===== src/rtl/bin_to_bcd_seq_if.sv =====
// bin_to_bcd_seq_if
//   Request/result bundle for the sequential binary-to-BCD converter.
//   master : drives start/bin, observes busy/done/digits/ovf (requester side)
//   slave  : the converter itself
//   start      - conversion request (honoured only when idle)
//   bin[13:0]  - unsigned value captured with an accepted start
//   busy       - conversion in progress
//   done       - one-cycle result strobe
//   dig3..dig0 - thousands/hundreds/tens/ones BCD digits
//   ovf        - out-of-range flag
interface bin_to_bcd_seq_if;
    logic        start;
    logic [13:0] bin;
    logic        busy;
    logic        done;
    logic [3:0]  dig3;
    logic [3:0]  dig2;
    logic [3:0]  dig1;
    logic [3:0]  dig0;
    logic        ovf;

    modport master (output start, bin,
                    input  busy, done, dig3, dig2, dig1, dig0, ovf);
    modport slave  (input  start, bin,
                    output busy, done, dig3, dig2, dig1, dig0, ovf);
endinterface


===== src/rtl/bin_to_bcd_seq.sv =====
// bin_to_bcd_seq
//   Sequential double-dabble converter: 14-bit unsigned binary to four BCD
//   digits, one iteration per clock. start accepted in IDLE at edge k gives
//   a done pulse in the cycle after edge k+15; digits update at that edge
//   and hold until the next result.
//
// Ports
//   clk   - clock, rising edge
//   rst_n - asynchronous active-low reset
//   bus   - bin_to_bcd_seq_if.slave (start, bin, busy, done, dig3..0, ovf)
//
// Configuration
//   BCD_OVF_EN defined   : inputs >9999 report dig3..0 = 4'hA and ovf=1.
//   BCD_OVF_EN undefined : the fifth-digit carry is dropped, the digits show
//                          bin mod 10000 and ovf is tied low.
module bin_to_bcd_seq (
    input  logic                   clk,
    input  logic                   rst_n,
    bin_to_bcd_seq_if.slave        bus
);

    typedef enum logic [1:0] {IDLE, SHIFT, DONE} state_t;

    state_t      state_q, state_d;
    logic [13:0] sr_q, sr_d;      // binary shift register
    logic [15:0] scr_q, scr_d;    // BCD scratch register
    logic [3:0]  cnt_q, cnt_d;    // iterations remaining
    logic [15:0] dig_q, dig_d;    // registered result digits
    logic        done_q, done_d;
    logic [15:0] adj;             // scratch after the add-3 correction

    // Each corrected nibble is at most 9+3=12, so nibbles never carry into
    // one another and the correction can be done per nibble in parallel.
    always_comb begin
        adj = scr_q;
        for (int i = 0; i < 4; i++) begin
            if (scr_q[i*4 +: 4] >= 4'd5)
                adj[i*4 +: 4] = scr_q[i*4 +: 4] + 4'd3;
        end
    end

`ifdef BCD_OVF_EN
    // Sticky record of any bit shifted out of the thousands digit: once the
    // fifth digit is non-zero the final value is necessarily >9999.
    logic carry_q, carry_d;
    logic ovf_q, ovf_d;
`else
    logic unused_carry;
    assign unused_carry = adj[15];
`endif

    always_comb begin
        state_d = state_q;
        sr_d    = sr_q;
        scr_d   = scr_q;
        cnt_d   = cnt_q;
        dig_d   = dig_q;
        done_d  = 1'b0;
`ifdef BCD_OVF_EN
        carry_d = carry_q;
        ovf_d   = ovf_q;
`endif
        case (state_q)
            IDLE: begin
                if (bus.start) begin
                    sr_d    = bus.bin;
                    scr_d   = 16'd0;
                    cnt_d   = 4'd14;
`ifdef BCD_OVF_EN
                    carry_d = 1'b0;
`endif
                    state_d = SHIFT;
                end
            end
            SHIFT: begin
                scr_d = {adj[14:0], sr_q[13]};
                sr_d  = {sr_q[12:0], 1'b0};
                cnt_d = cnt_q - 4'd1;
`ifdef BCD_OVF_EN
                carry_d = carry_q | adj[15];
`endif
                if (cnt_q == 4'd1)
                    state_d = DONE;
            end
            DONE: begin
                done_d  = 1'b1;
                state_d = IDLE;
`ifdef BCD_OVF_EN
                if (carry_q) begin
                    dig_d = 16'hAAAA;
                    ovf_d = 1'b1;
                end else begin
                    dig_d = scr_q;
                    ovf_d = 1'b0;
                end
`else
                dig_d = scr_q;
`endif
            end
            default: state_d = IDLE;
        endcase
    end

    always_ff @(posedge clk or negedge rst_n) begin
        if (!rst_n) begin
            state_q <= IDLE;
            sr_q    <= '0;
            scr_q   <= '0;
            cnt_q   <= '0;
            dig_q   <= '0;
            done_q  <= 1'b0;
        end else begin
            state_q <= state_d;
            sr_q    <= sr_d;
            scr_q   <= scr_d;
            cnt_q   <= cnt_d;
            dig_q   <= dig_d;
            done_q  <= done_d;
        end
    end

`ifdef BCD_OVF_EN
    always_ff @(posedge clk or negedge rst_n) begin
        if (!rst_n) begin
            carry_q <= 1'b0;
            ovf_q   <= 1'b0;
        end else begin
            carry_q <= carry_d;
            ovf_q   <= ovf_d;
        end
    end
    assign bus.ovf = ovf_q;
`else
    assign bus.ovf = 1'b0;
`endif

    assign bus.busy = (state_q != IDLE);
    assign bus.done = done_q;
    assign bus.dig3 = dig_q[15:12];
    assign bus.dig2 = dig_q[11:8];
    assign bus.dig1 = dig_q[7:4];
    assign bus.dig0 = dig_q[3:0];

endmodule


===== src/flat_wrapper.sv =====
// flat-port wrapper written by rule: the top's interface ports become plain ports
module bin_to_bcd_seq_flat 
  (clk, rst_n, bus_start, bus_bin, bus_busy, bus_done, bus_dig3, bus_dig2, bus_dig1, bus_dig0, bus_ovf);
  bin_to_bcd_seq_if bus_i ();
  input  logic clk;
  input  logic rst_n;
  input wire logic [$bits(bus_i.start)-1:0] bus_start;
  input wire logic [$bits(bus_i.bin)-1:0] bus_bin;
  output wire logic [$bits(bus_i.busy)-1:0] bus_busy;
  output wire logic [$bits(bus_i.done)-1:0] bus_done;
  output wire logic [$bits(bus_i.dig3)-1:0] bus_dig3;
  output wire logic [$bits(bus_i.dig2)-1:0] bus_dig2;
  output wire logic [$bits(bus_i.dig1)-1:0] bus_dig1;
  output wire logic [$bits(bus_i.dig0)-1:0] bus_dig0;
  output wire logic [$bits(bus_i.ovf)-1:0] bus_ovf;
  assign bus_i.start = bus_start;
  assign bus_i.bin = bus_bin;
  assign bus_busy = bus_i.busy;
  assign bus_done = bus_i.done;
  assign bus_dig3 = bus_i.dig3;
  assign bus_dig2 = bus_i.dig2;
  assign bus_dig1 = bus_i.dig1;
  assign bus_dig0 = bus_i.dig0;
  assign bus_ovf = bus_i.ovf;
  bin_to_bcd_seq u_core (.clk(clk), .rst_n(rst_n), .bus(bus_i));
endmodule

===== config.mk =====
export PLATFORM = sky130hd
export DESIGN_NAME = bin_to_bcd_seq_flat
export DESIGN_NICKNAME = d
export VERILOG_FILES = /design/src/rtl/bin_to_bcd_seq_if.sv /design/src/rtl/bin_to_bcd_seq.sv /design/src/flat_wrapper.sv
export SDC_FILE = /design/constraint.sdc
export NUM_CORES = 1
export LEC_CHECK = 0
export BUFFER_PORTS_ARGS = -buffer_cell sky130_fd_sc_hd__buf_2
export CAP_MARGIN = 20
export CORE_MARGIN = 3
export CORE_UTILIZATION = 55
export DETAILED_ROUTE_END_ITERATION = 7
export PLACE_DENSITY_LB_ADDON = 0.25
export SLEW_MARGIN = 30
export SYNTH_ARGS = -nofsm -noshare
export SYNTH_HDL_FRONTEND = slang
export SYNTH_SLANG_ARGS = --single-unit
export TNS_END_PERCENT = 5

===== constraint.sdc =====
create_clock -name clk -period 2.3 [get_ports clk]
set_input_delay 0.23 -clock clk [delete_from_list [all_inputs] [get_ports clk]]
set_output_delay 0.23 -clock clk [all_outputs]
set_load 0.01 [all_outputs]

==> impl_table.tex <==
\begin{tabular}{lr}
\hline
Metric & Value \\
\hline
\multicolumn{2}{l}{\textbf{Status}} \\
\quad Status & finished, final reports clean \\
\multicolumn{2}{l}{\textbf{Routing}} \\
\quad Total number of vias & about 1,900 \\
\quad Number of DRC violations after detailed routing & 0 \\
\quad Routed vias/inst & 5.79 \\
\quad ANT nets after route & 0 \\
\quad DRC marker count from the first detailed-route iteration & roughly 130 \\
\quad Aggregate routed wire length & 4830 um \\
\quad Detailed-router iteration count before antenna repair & 4 \\
\quad Average wire per standard cell & 14.5 um \\
\multicolumn{2}{l}{\textbf{Layout}} \\
\quad Net total in the final layout & between 300 and 400 \\
\quad Non-filler instance count after layout & between 300 and 400 \\
\quad Total area of sequential cells & about 1300 um2 \\
\quad Area of combinational cells with multiple inputs & 1040 um2 \\
\quad Antenna diode count & 0 \\
\quad Cell area after layout & around 2800 um2 \\
\quad Ratio of cells with drive above 1 in the final layout & 0.175 \\
\quad Utilization after layout & 0.643 \\
\quad Number of filler cells placed in the layout & around 370 \\
\quad Layout overhead on the synthesized area & 11.5\% \\
\multicolumn{2}{l}{\textbf{Setup path}} \\
\quad Worst stage delay on the critical path & $\sim$0.73 ns \\
\quad Worst-path fanout max & 23 \\
\quad Cell breakdown of the critical path & and2b\_1 -> o2111ai\_1 -> o211ai\_1 \\
\quad Endpoint of the most critical register-to-register path & u\_core.scr\_q[6]\$\_DFFE\_PN0P\_ \\
\quad Worst R2R Start & u\_core.state\_q[1]\$\_DFFE\_PN0P\_ \\
\quad Worst Path Class, Setup & register to register \\
\quad Highest-delay cell along the critical path & and2b\_1 \\
\quad Worst Path Arrival & between 2 and 2.5 ns \\
\quad Reg2reg setup slack & approximately 0.52 ns \\
\quad Depth of the worst register-to-register path & 3 \\
\quad Type of element capturing the critical path & register \\
\quad Setup crit start kind & register \\
\quad Required time of the critical path & 2.53 ns \\
\multicolumn{2}{l}{\textbf{Clock tree}} \\
\quad Number of clock buffers inserted by TritonCTS & 5 \\
\quad TritonCTS clock tree & built \\
\quad PostCTS Resize Cnt & 0 \\
\quad Count of hold-fix buffers inserted at cts & 1 \\
\quad Clock-pin slew reported for the worst setup and hold paths after clock tree synthesis & 0.09 ns \\
\quad Cell at the root of the clock tree & clkbuf\_8 \\
\quad Clock latency reported for the late side of the worst-skew pair & 0.31 ns \\
\quad H-tree Lvls & 2 \\
\quad Clock sinks & 53 \\
\quad Post-CTS setup repair buffer count & 0 \\
\quad Buffers from clock root to sink, at most & 2 \\
\multicolumn{2}{l}{\textbf{Timing}} \\
\quad Setup total negative slack & 0 ns \\
\quad Count of endpoints failing setup in the final report & 0 \\
\quad Maximum achievable frequency & between 500 and 600 MHz \\
\quad Number of pins with negative max-slew slack in the final report & 0 \\
\quad Final Hold Vio Count & 0 \\
\quad Minimum setup slack in the final design & a little over 0.5 ns \\
\quad Post-route minimum period & $\sim$1.8 ns \\
\quad Final worst-path cycle share & 0.774 \\
\quad RSZ-0062 raised after global routing & false \\
\quad Worst setup skew after layout & 0.00627 ns \\
\quad Hold Worst Slack & $\sim$0.16 ns \\
\quad Worst rel slew slack & 0.552 \\
\quad Transition time at the pin with the least slew margin & about 0.67 ns \\
\multicolumn{2}{l}{\textbf{Yosys}} \\
\quad Syn avg cell area & between 10 and 15 um2 \\
\quad FF+latch count, synth & 53 \\
\quad Net Count, Synth & 276 \\
\quad Unique masters post-synth & 36 \\
\quad Post-synth top area share & 0.524 \\
\quad Sequential element share of the synthesized area & 0.524 \\
\quad Dominant cells by area after synthesis & dfrtp\_1, o21ai\_0, nand2\_1 \\
\quad Number of synthesis warnings & 0 \\
\quad Cells after synthesis & 249 \\
\quad Post-synthesis cell area & between 2000 and 3000 um2 \\
\quad Post-synth top area cell & dfrtp\_1 \\
\multicolumn{2}{l}{\textbf{Floorplan}} \\
\quad Horiz. Die Dim & around 74 um \\
\quad Cell Rows & 24 \\
\quad Die Footprint & approximately 5400 um2 \\
\quad Die height & 73.8 um \\
\quad Initial cell density of the core & 0.577 \\
\quad Core area & roughly 4400 um2 \\
\quad Io pins & 36 \\
\multicolumn{2}{l}{\textbf{Power}} \\
\quad Worst VDD drop & roughly 0.00055 V \\
\quad Total power draw & 3.73 mW \\
\quad PwrDens & $\sim$1300 nW/um2 \\
\quad Static Leakage & 1.33 nW \\
\multicolumn{2}{l}{\textbf{Global route}} \\
\quad Via count of the first global-routing pass & 1,772 \\
\quad Global-route wire length before repair & between 7000 and 8000 um \\
\quad All-Layer GR Usage & 0.189 \\
\quad Congestion Overflow GR & 0 \\
\quad Initial antenna violation count & 0 \\
\quad Maximum number of pins on one net before global-route repair & 34 \\
\multicolumn{2}{l}{\textbf{Place}} \\
\quad Worst setup slack before clock tree synthesis & approximately 0.55 ns \\
\quad DP Area & between 2000 and 3000 um2 \\
\quad Port Buffer Count & 34 \\
\quad Half-perimeter wire length after detailed placement & roughly 3300 um \\
\quad Final weighted congestion in routability-driven placement & 0.741 \\
\quad DP Cell Count & roughly 320 \\
\multicolumn{2}{l}{\textbf{Min path}} \\
\quad Worst Hold Endpoint & u\_core.sr\_q[0]\$\_DFFE\_PN0P\_ \\
\quad Hold\_sp & bus\_bin[0] \\
\quad Type of the worst min-delay path & primary input to register \\
\quad Count of cells along the worst hold path & 2 \\
\multicolumn{2}{l}{\textbf{Job}} \\
\quad Number of violations of the max-capacitance limit & 0 \\
\hline
\end{tabular}
-- report_power, final --
group	internal, mW	switching [mW]	total, mW
Combinational	0.689	0.916	1.60
Clock	0.272	0.298	0.570
Sequential	1.29	0.264	1.56
Total	2.26	1.48	3.73
-- final cells by class --
class / instances / share of cell area
multi-input combinational: 161 / 0.368
inverter: 20 / 0.0266
tap: 52 / 0.0231
clock buffer: 7 / 0.0342
timing repair buffer: 38 / 0.0763
clock inverter: 1 / 0.00177
sequential: 53 / 0.470
-- registers in the layout, indices dropped and copies added, names as in the netlist --
register and count:
u_core.cnt_q 4, u_core.state_q 2, u_core.dig_q 16, u_core.bus.done 1, u_core.scr_q 16, u_core.sr_q 14
-- cell usage after synthesis --
| cell | instances |
|---|---|
| a21oi_1 | 2 |
| a22oi_1 | 13 |
| a31oi_1 | 1 |
| a32o_1 | 5 |
| and2_1 | 1 |
| and2b_1 | 1 |
| buf_2 | 6 |
| buf_4 | 3 |
| buf_6 | 2 |
| clkbuf_1 | 3 |
| clkbuf_2 | 1 |
| conb_1 | 1 |
| dfrtp_1 | 53 |
| ha_1 | 10 |
| inv_1 | 20 |
| mux2i_1 | 1 |
| nand2_1 | 39 |
| nand2b_1 | 7 |
| nand3b_1 | 1 |
| nand4bb_1 | 1 |
| nor2_1 | 4 |
| nor2b_1 | 4 |
| nor2b_2 | 1 |
| nor3_1 | 1 |
| o2111ai_1 | 8 |
| o211ai_1 | 4 |
| o21a_1 | 4 |
| o21ai_0 | 34 |
| o21ai_1 | 1 |
| o21ba_2 | 1 |
| o21bai_4 | 1 |
| o221ai_1 | 4 |
| o31ai_1 | 4 |
| o32ai_1 | 3 |
| or2_2 | 1 |
| xnor2_1 | 3 |
-- how the worst max path moves through the flow --
stage,from,end,cells past startpoint,slack (ns)
final,u_core.state_q[1]$_DFFE_PN0P_,u_core.scr_q[6]$_DFFE_PN0P_,3,0.52
after global routing,u_core.state_q[1]$_DFFE_PN0P_,u_core.scr_q[13]$_DFFE_PN0P_,3,0.38
after CTS,u_core.state_q[1]$_DFFE_PN0P_,u_core.scr_q[6]$_DFFE_PN0P_,3,0.54
after detailed placement,u_core.state_q[1]$_DFFE_PN0P_,u_core.scr_q[6]$_DFFE_PN0P_,3,0.55
after global placement,u_core.state_q[1]$_DFFE_PN0P_,u_core.scr_q[6]$_DFFE_PN0P_,3,0.60
after floorplan,u_core.state_q[0]$_DFFE_PN0P_,bus_busy,3,1.03
-- kinds of logic after synthesis --
| logic type | share of synthesized area |
|---|---|
| buffers and inverters | 0.0658 |
| other | 0.00148 |
| adder cells (fa/ha/maj) | 0.0495 |
| multiplexers | 0.00396 |
| AO/OA/AOI/OAI | 0.233 |
| AND/OR/NAND/NOR | 0.112 |
| flip-flops | 0.524 |
| XOR/XNOR | 0.0104 |
-- placed cells by master, fill, tap and decap left out, drive strengths merged, types with 2 or more instances in the layout --
cell      n
a21oi     2
o221ai    4
nand2    39
a22oi    13
ha       10
xnor2     3
inv      20
o32ai     3
dfrtp    53
o31ai     4
o21ai    35
nand2b    7
buf      37
o2111ai   8
o211ai    4
nor2b     5
o21a      4
nor2      4
a32o      5
clkbuf    7
-- layer usage --
| metal | vias to the layer above | wire [um] | global-route usage |
|---|---|---|---|
| met1 | 924 | 2190 | 0.236 |
| met4 | 0 | 98 | 0.0905 |
| met2 | 51 | 2310 | 0.318 |
| met5 | - | 0 | 0 |
| met3 | 9 | 237 | 0.0301 |
| li1 | 937 | - | - |
-- critical path, delay by kind of cell, from the launching register on --
kind | cells | cell delay (ns)
compound gates | 2 | 0.36
flops | 1 | 0.60
simple gates | 1 | 0.73
Power figures use the tool's default switching activity.
